File: src/rtl/pmp_pkg.sv
// rtl/pmp_pkg.sv - shared PMP types, encodings and CSR addresses
// Contents: pmpcfg_t byte layout, A-field and csr_op encodings,
// CSR base addresses, and the read-modify-write operand helper.
package pmp_pkg;

    localparam int NUM_ENTRIES = 16;

    typedef struct packed {
        logic       l;
        logic [1:0] rsvd;
        logic [1:0] a;
        logic       x;
        logic       w;
        logic       r;
    } pmpcfg_t;

    typedef enum logic [1:0] {
        PMP_OFF   = 2'b00,
        PMP_TOR   = 2'b01,
        PMP_NA4   = 2'b10,
        PMP_NAPOT = 2'b11
    } pmp_a_e;

    localparam logic [11:0] CSR_PMPCFG_BASE  = 12'h3A0;
    localparam logic [11:0] CSR_PMPADDR_BASE = 12'h3B0;

    typedef enum logic [1:0] {
        CSR_OP_NONE  = 2'b00,
        CSR_OP_WRITE = 2'b01,
        CSR_OP_SET   = 2'b10,
        CSR_OP_CLEAR = 2'b11
    } csr_op_e;

    function automatic logic [31:0] csr_apply_op(input csr_op_e op,
                                                 input logic [31:0] old_val,
                                                 input logic [31:0] wdata);
        case (op)
            CSR_OP_WRITE: csr_apply_op = wdata;
            CSR_OP_SET:   csr_apply_op = old_val | wdata;
            CSR_OP_CLEAR: csr_apply_op = old_val & ~wdata;
            default:      csr_apply_op = old_val;
        endcase
    endfunction

endpackage

File: src/rtl/pmp_cfg_legalize.sv
// rtl/pmp_cfg_legalize.sv - per-byte lock and WARL filter for pmpcfg writes
// Ports: old_byte (stored value), new_byte (operation result),
//        commit_byte (value to store).
// Option PMP_WARL_EN: clear reserved bits and the R=0/W=1 combination.
module pmp_cfg_legalize
    import pmp_pkg::*;
(
    input  logic [7:0] old_byte,
    input  logic [7:0] new_byte,
    output logic [7:0] commit_byte
);

    pmpcfg_t old_cfg;
    pmpcfg_t new_cfg;
    pmpcfg_t leg_cfg;

    assign old_cfg = pmpcfg_t'(old_byte);
    assign new_cfg = pmpcfg_t'(new_byte);

    always_comb begin
        leg_cfg = new_cfg;
`ifdef PMP_WARL_EN
        leg_cfg.rsvd = 2'b00;
        if (!new_cfg.r) begin
            leg_cfg.w = 1'b0;
        end
`endif
        // A locked byte is frozen until reset.
        commit_byte = old_cfg.l ? old_byte : 8'(leg_cfg);
    end

endmodule

File: src/rtl/pmp_csr_file.sv
// rtl/pmp_csr_file.sv - M-mode pmpcfg0-3 / pmpaddr0-15 CSR storage
// Ports: clk, rst_n (async active-low); csr_we/csr_re/csr_op/csr_addr/
//        csr_wdata/prive_mode request; csr_rdata/csr_rvalid/csr_illegal
//        registered response; pmp_update change pulse; pmpcfgN_data and
//        pmpaddrN_data buses to the PMP checker.
// Option PMP_WARL_EN: legalize written config bytes.
module pmp_csr_file
    import pmp_pkg::*;
(
    input  logic        clk,
    input  logic        rst_n,
    input  logic        csr_we,
    input  logic        csr_re,
    input  logic [1:0]  csr_op,
    input  logic [11:0] csr_addr,
    input  logic [31:0] csr_wdata,
    input  logic [1:0]  prive_mode,
    output logic [31:0] csr_rdata,
    output logic        csr_rvalid,
    output logic        csr_illegal,
    output logic        pmp_update,
    output logic [31:0] pmpcfg0_data,
    output logic [31:0] pmpcfg1_data,
    output logic [31:0] pmpcfg2_data,
    output logic [31:0] pmpcfg3_data,
    output logic [31:0] pmpaddr0_data,
    output logic [31:0] pmpaddr1_data,
    output logic [31:0] pmpaddr2_data,
    output logic [31:0] pmpaddr3_data,
    output logic [31:0] pmpaddr4_data,
    output logic [31:0] pmpaddr5_data,
    output logic [31:0] pmpaddr6_data,
    output logic [31:0] pmpaddr7_data,
    output logic [31:0] pmpaddr8_data,
    output logic [31:0] pmpaddr9_data,
    output logic [31:0] pmpaddr10_data,
    output logic [31:0] pmpaddr11_data,
    output logic [31:0] pmpaddr12_data,
    output logic [31:0] pmpaddr13_data,
    output logic [31:0] pmpaddr14_data,
    output logic [31:0] pmpaddr15_data
);

    logic [31:0] cfg_q  [4];
    logic [31:0] addr_q [NUM_ENTRIES];

    pmpcfg_t entry_cfg [NUM_ENTRIES];
    logic    addr_locked [NUM_ENTRIES];

    // 0x3A0-0x3BF share address bits [11:5]; bit 4 selects pmpaddr.
    logic        in_range;
    logic        is_addr;
    logic        unimpl;
    logic        illegal;
    logic        do_write;
    logic [1:0]  cfg_idx;
    logic [3:0]  addr_idx;
    logic [31:0] old_word;
    logic [31:0] new_word;
    logic [31:0] cfg_commit;
    logic [31:0] addr_commit;
    logic [31:0] commit_word;

    assign in_range = (csr_addr[11:5] == CSR_PMPCFG_BASE[11:5]);
    assign is_addr  = csr_addr[4];
    assign unimpl   = !csr_addr[4] && (csr_addr[3:2] != 2'b00);
    assign illegal  = in_range && (csr_we || csr_re) &&
                      ((prive_mode != 2'b11) || unimpl);
    assign do_write = in_range && csr_we && !illegal &&
                      (csr_op != CSR_OP_NONE);
    assign cfg_idx  = csr_addr[1:0];
    assign addr_idx = csr_addr[3:0];

    // An address register is frozen by its own lock, or by the next
    // entry's lock when that entry uses it as the TOR lower bound.
    always_comb begin
        for (int i = 0; i < NUM_ENTRIES; i++) begin
            entry_cfg[i] = pmpcfg_t'(cfg_q[i / 4][8 * (i % 4) +: 8]);
        end
        for (int i = 0; i < NUM_ENTRIES; i++) begin
            addr_locked[i] = entry_cfg[i].l;
            if (i < NUM_ENTRIES - 1) begin
                if (entry_cfg[i + 1].l && (entry_cfg[i + 1].a == PMP_TOR)) begin
                    addr_locked[i] = 1'b1;
                end
            end
        end
    end

    assign old_word = is_addr ? addr_q[addr_idx] : cfg_q[cfg_idx];
    assign new_word = csr_apply_op(csr_op_e'(csr_op), old_word, csr_wdata);

    for (genvar j = 0; j < 4; j++) begin : g_cfg_leg
        pmp_cfg_legalize u_leg (
            .old_byte    (cfg_q[cfg_idx][8 * j +: 8]),
            .new_byte    (new_word[8 * j +: 8]),
            .commit_byte (cfg_commit[8 * j +: 8])
        );
    end

    assign addr_commit = addr_locked[addr_idx] ? old_word : new_word;
    assign commit_word = is_addr ? addr_commit : cfg_commit;

    always_ff @(posedge clk or negedge rst_n) begin
        if (!rst_n) begin
            for (int k = 0; k < 4; k++) begin
                cfg_q[k] <= '0;
            end
            for (int k = 0; k < NUM_ENTRIES; k++) begin
                addr_q[k] <= '0;
            end
            csr_rdata   <= '0;
            csr_rvalid  <= 1'b0;
            csr_illegal <= 1'b0;
            pmp_update  <= 1'b0;
        end else begin
            if (do_write) begin
                if (is_addr) begin
                    addr_q[addr_idx] <= commit_word;
                end else begin
                    cfg_q[cfg_idx] <= commit_word;
                end
            end
            pmp_update  <= do_write && (commit_word != old_word);
            csr_illegal <= illegal;
            csr_rvalid  <= illegal || (csr_re && in_range);
            // Read data is the pre-write value; illegal responses read 0.
            csr_rdata   <= (csr_re && in_range && !illegal) ? old_word : '0;
        end
    end

    assign pmpcfg0_data   = cfg_q[0];
    assign pmpcfg1_data   = cfg_q[1];
    assign pmpcfg2_data   = cfg_q[2];
    assign pmpcfg3_data   = cfg_q[3];
    assign pmpaddr0_data  = addr_q[0];
    assign pmpaddr1_data  = addr_q[1];
    assign pmpaddr2_data  = addr_q[2];
    assign pmpaddr3_data  = addr_q[3];
    assign pmpaddr4_data  = addr_q[4];
    assign pmpaddr5_data  = addr_q[5];
    assign pmpaddr6_data  = addr_q[6];
    assign pmpaddr7_data  = addr_q[7];
    assign pmpaddr8_data  = addr_q[8];
    assign pmpaddr9_data  = addr_q[9];
    assign pmpaddr10_data = addr_q[10];
    assign pmpaddr11_data = addr_q[11];
    assign pmpaddr12_data = addr_q[12];
    assign pmpaddr13_data = addr_q[13];
    assign pmpaddr14_data = addr_q[14];
    assign pmpaddr15_data = addr_q[15];

endmodule

File: config.mk
export PLATFORM = sky130hd
export DESIGN_NAME = pmp_csr_file
export DESIGN_NICKNAME = d
export VERILOG_FILES = /design/src/rtl/pmp_pkg.sv /design/src/rtl/pmp_cfg_legalize.sv /design/src/rtl/pmp_csr_file.sv
export SDC_FILE = /design/constraint.sdc
export NUM_CORES = 1
export LEC_CHECK = 0
export ABC_AREA = 1
export CAP_MARGIN = 20
export CORE_AREA = 5 5 281 283
export CTS_BUF_LIST = sky130_fd_sc_hd__clkbuf_8 sky130_fd_sc_hd__clkbuf_16
export DETAILED_ROUTE_END_ITERATION = 10
export DIE_AREA = 0 0 286 288
export PLACE_DENSITY = 0.69
export REMOVE_ABC_BUFFERS = 1
export SLEW_MARGIN = 40
export SYNTH_ARGS = -nofsm -noshare
export SYNTH_HDL_FRONTEND = slang
export SYNTH_SLANG_ARGS = --single-unit
File: constraint.sdc
create_clock -name clk -period 2.2 [get_ports clk]
set_input_delay 0.44 -clock clk [delete_from_list [all_inputs] [get_ports clk]]
set_output_delay 0.44 -clock clk [all_outputs]
set_load 0.005 [all_outputs]
==> summary.txt <==
Run status
  – Status: complete, but fails checks
  – Failing checks: setup timing

STA
  – Tightest Pin Transition: ~500 ps
  – RSZ-0062 raised after global routing: true
  – Final cycle utilization of the critical path: 120%
  – Achievable Freq: 378 MHz
  – Tmin final: about 2600 ps
  – Worst hold margin: 291 ps
  – Final Skew: 30.3 ps
  – Setup violators final: 622
  – Rel. slew slack: 66.6%
  – Worst setup margin: -446 ps
  – Max Transition Viols Final: 0
  – Setup_tns: -57330 ps
  – Hold Vio Cnt, Final: 0

Worst hold path
  – Worst hold path class: input port to async pin

Clock tree
  – Num CTS Buffers: 75
  – H-tree levels: 3
  – TritonCTS clock tree: yes
  – Clock Path Buffers: 3
  – Worst-path clk slew: ~70 ps
  – Skew-Pair Late Insertion Delay: 630 ps
  – CTS Root Cell: clkbuf_16
  – Sink Count: 675

Detailed routing
  – Detailed Route Iter0 Violations: 4696
  – Vias per cell: about 5.7
  – Initial DRT Pass Iterations: 8
  – Routed len/inst: about 26 µm
  – Drt total wl: 169000 µm
  – DR vias: 36500
  – Residual DRC: 0
  – ANT nets after route: 0

Finish
  – Fill cell count: 6396
  – Net count, final: 5417
  – Share of layout cells above drive strength 1: 19.2%
  – Commonest cells after routing, fill and taps aside: nand2_1 (1925), clkdlybuf4s50_1 (713), dfrtp_1 (670), o21ai_0 (485), buf_4 (416)
  – Most common cell after layout, fill and taps aside: nand2_1
  – Layout overhead on the synthesized area: 56.6%
  – Non-filler cells in the finished layout: 6423

Placed design
  – Placed Cells: ~6200
  – Port bufs: a little over 700
  – DP HPWL: approximately 110000 µm
  – Pre-CTS setup slack: -1300 ps
  – Placer Congestion: 0.954

Setup path
  – CP top delay family: simple AND/OR/NAND/NOR gates
  – Critical Path AT: 3170 ps
  – Kind of critical path: flip-flop to flip-flop
  – Slowest cell on crit path: dfrtp_1
  – Buffers & Inverters on Critical Path: 2
  – Critical Path Start Type: flip-flop
  – Required @ worst endpoint: 2720 ps
  – CP max FO: 7
  – CP peak stage delay: 380 ps
  – Crit end category: flip-flop
  – Crit path cell chain: nand2_1 -> o21ai_1 -> nor2_1 -> nand2_2 -> nand2_1 -> nand2_2 -> nor2_4 -> buf_12 -> buf_12 -> nor2_2 -> nor2_2 -> nand2_2 -> nand3_4 -> nand2_4 -> nor2_4 -> nand2_1 -> nor2_1 -> nand2_1 -> nor2_1 -> nor2_1

Run
  – Max-Cap Viols: 0

Synth
  – Yosys top cell area share: 52.6%
  – Ranking of synthesized cells by area: dfrtp_1 (53%), nand2_1 (23%), o21ai_0 (11%)
  – Cell taking the most area after synthesis: dfrtp_1
  – Unique masters post-synth: 37
  – Synth Instances: 4234
  – Yosys synthesis warning count: 0
  – Sequential area share after synthesis: 52.6%
  – Area of the mapped netlist: 32100 µm²
  – Mean post-synth cell area: roughly 7.6 µm²
  – Seq cells post-synth: around 680

Power
  – VDD IR max: 482 µV
  – Pleak: 23.9 nW
  – Pwr dens: 577 nW/µm²

GRT
  – Vias in the first global route: 34200
  – GRT overflow: 0
  – Largest net degree at the start of global routing: 73
  – Initial antenna violation count: 17
  – Global-route wire length before repair: 238000 µm
  – Total GRT Usage: 39.1%

Floorplanning
  – Initial core utilization: between 40% and 50%
  – Row count: 102
  – IO Pins: 727
  – Die width: between 200 and 300 µm
  – Core area: 76400 µm²
  – Chip height: 288 µm
  – Die area: between 80000 and 90000 µm²
## worst paths after layout
| path | startpoint | slack, ps | to | cells after the start |
|---|---|---|---|---|
| worst max-delay path | pmpcfg1_data[19] | -450 | pmp_update | 20 |
| worst min-delay path | rst_n | 290 | pmpaddr0_data[8] | 2 |
| worst max register to register | pmpcfg1_data[19] | -450 | pmp_update | 20 |
| worst min register to register | pmpaddr2_data[4] | 510 | pmpaddr2_data[4] | 2 |
| max in group asynchronous | rst_n | 1020 | pmpaddr8_data[6] | 4 |
| min in group clk | csr_we | 450 | csr_illegal | 3 |
## report_power, final
group	total, W	internal [W]	switching, W
clock network	0.0132	0.00768	0.00549
logic	0.00341	0.00128	0.00213
registers	0.0124	0.0124	0.00000960
## per-stage QoR
stage	cell area, µm²	total power, W	utilization, %
after global placement	44800	0.0152	58.6
after global routing	50300	0.0297	65.8
after floorplan	30700	0.0135	-
after CTS	49500	0.0288	64.7
after detailed placement	44800	0.0152	58.6
final	50300	0.0290	65.8
## cell families (layout without fill, tap and decap cells)
kind of cell	after synthesis	in the layout	synth area share, %
simple gates	2380	2380	29.1
compound gates	783	783	12.6
flops	675	675	52.6
buf+inv	396	1584	5.64
other cells	0	13	0
## area by class of cell
| class | instances | area [µm²] | area share (%) |
|---|---|---|---|
| Multi-Input combinational cell | 3163 | 14600 | 28.9 |
| Timing Repair Buffer | 1358 | 14700 | 29.2 |
| Tap cell | 988 | 1240 | 2.46 |
| Sequential cell | 675 | 16900 | 33.6 |
| Antenna cell | 13 | 32.5 | 0.0647 |
| Clock inverter | 44 | 429 | 0.853 |
| Clock buffer | 90 | 2120 | 4.21 |
| Inverter | 92 | 368 | 0.731 |
## cell usage after synthesis
| master | count |
|---|---|
| a211o_1 | 1 |
| a21boi_0 | 1 |
| a21oi_1 | 49 |
| a21oi_2 | 1 |
| a221oi_1 | 1 |
| a22oi_1 | 32 |
| a31oi_1 | 8 |
| and2_1 | 1 |
| and3_1 | 1 |
| buf_1 | 14 |
| buf_2 | 38 |
| buf_4 | 23 |
| buf_6 | 21 |
| buf_8 | 2 |
| clkbuf_1 | 206 |
| clkinv_1 | 1 |
| dfrtp_1 | 675 |
| inv_1 | 79 |
| inv_2 | 9 |
| inv_4 | 2 |
| inv_6 | 1 |
| nand2_1 | 2001 |
| nand2_2 | 8 |
| nand2_8 | 1 |
| nand3_1 | 124 |
| nand4_1 | 54 |
| nand4_2 | 2 |
| nor2_1 | 179 |
| nor2_2 | 4 |
| nor2_4 | 1 |
| nor2_8 | 3 |
| nor4_1 | 1 |
| o2111ai_1 | 7 |
| o2111ai_2 | 1 |
| o211ai_1 | 1 |
| o21ai_0 | 678 |
| o21ai_1 | 3 |
## registers in the layout (all words and copies together), names as in the netlist, 32 cells and up
register	cells
pmpaddr5_data	32
pmpaddr0_data	32
pmpaddr11_data	32
pmpcfg1_data	32
pmpaddr15_data	32
pmpaddr1_data	32
pmpaddr7_data	32
pmpaddr8_data	32
pmpaddr3_data	32
pmpcfg3_data	32
pmpaddr14_data	32
pmpaddr6_data	32
pmpaddr4_data	32
pmpcfg0_data	32
pmpaddr13_data	32
pmpaddr2_data	32
csr_rdata	32
pmpaddr10_data	32
pmpaddr12_data	32
pmpcfg2_data	32
pmpaddr9_data	32
## timing repair
action | in CTS | in global routing
gates cloned | 45 | 11
hold endpoints to repair | 56 | 0
buffers inserted | 28 | 10
gates resized for setup | 359 | 262
pin swaps | 33 | 64
hold buffers | 1 | 0
setup endpoints to repair | 655 | 656
## routing by layer
layer,vias up,track usage [%],share of wire (%)
met5,-,0,0.039
met4,10,20.4,6.5
met3,581,10.5,11
met2,2439,61.4,45
met1,17600,49.8,37
li1,15900,-,-
No activity file was read; power rests on OpenSTA's default activity.
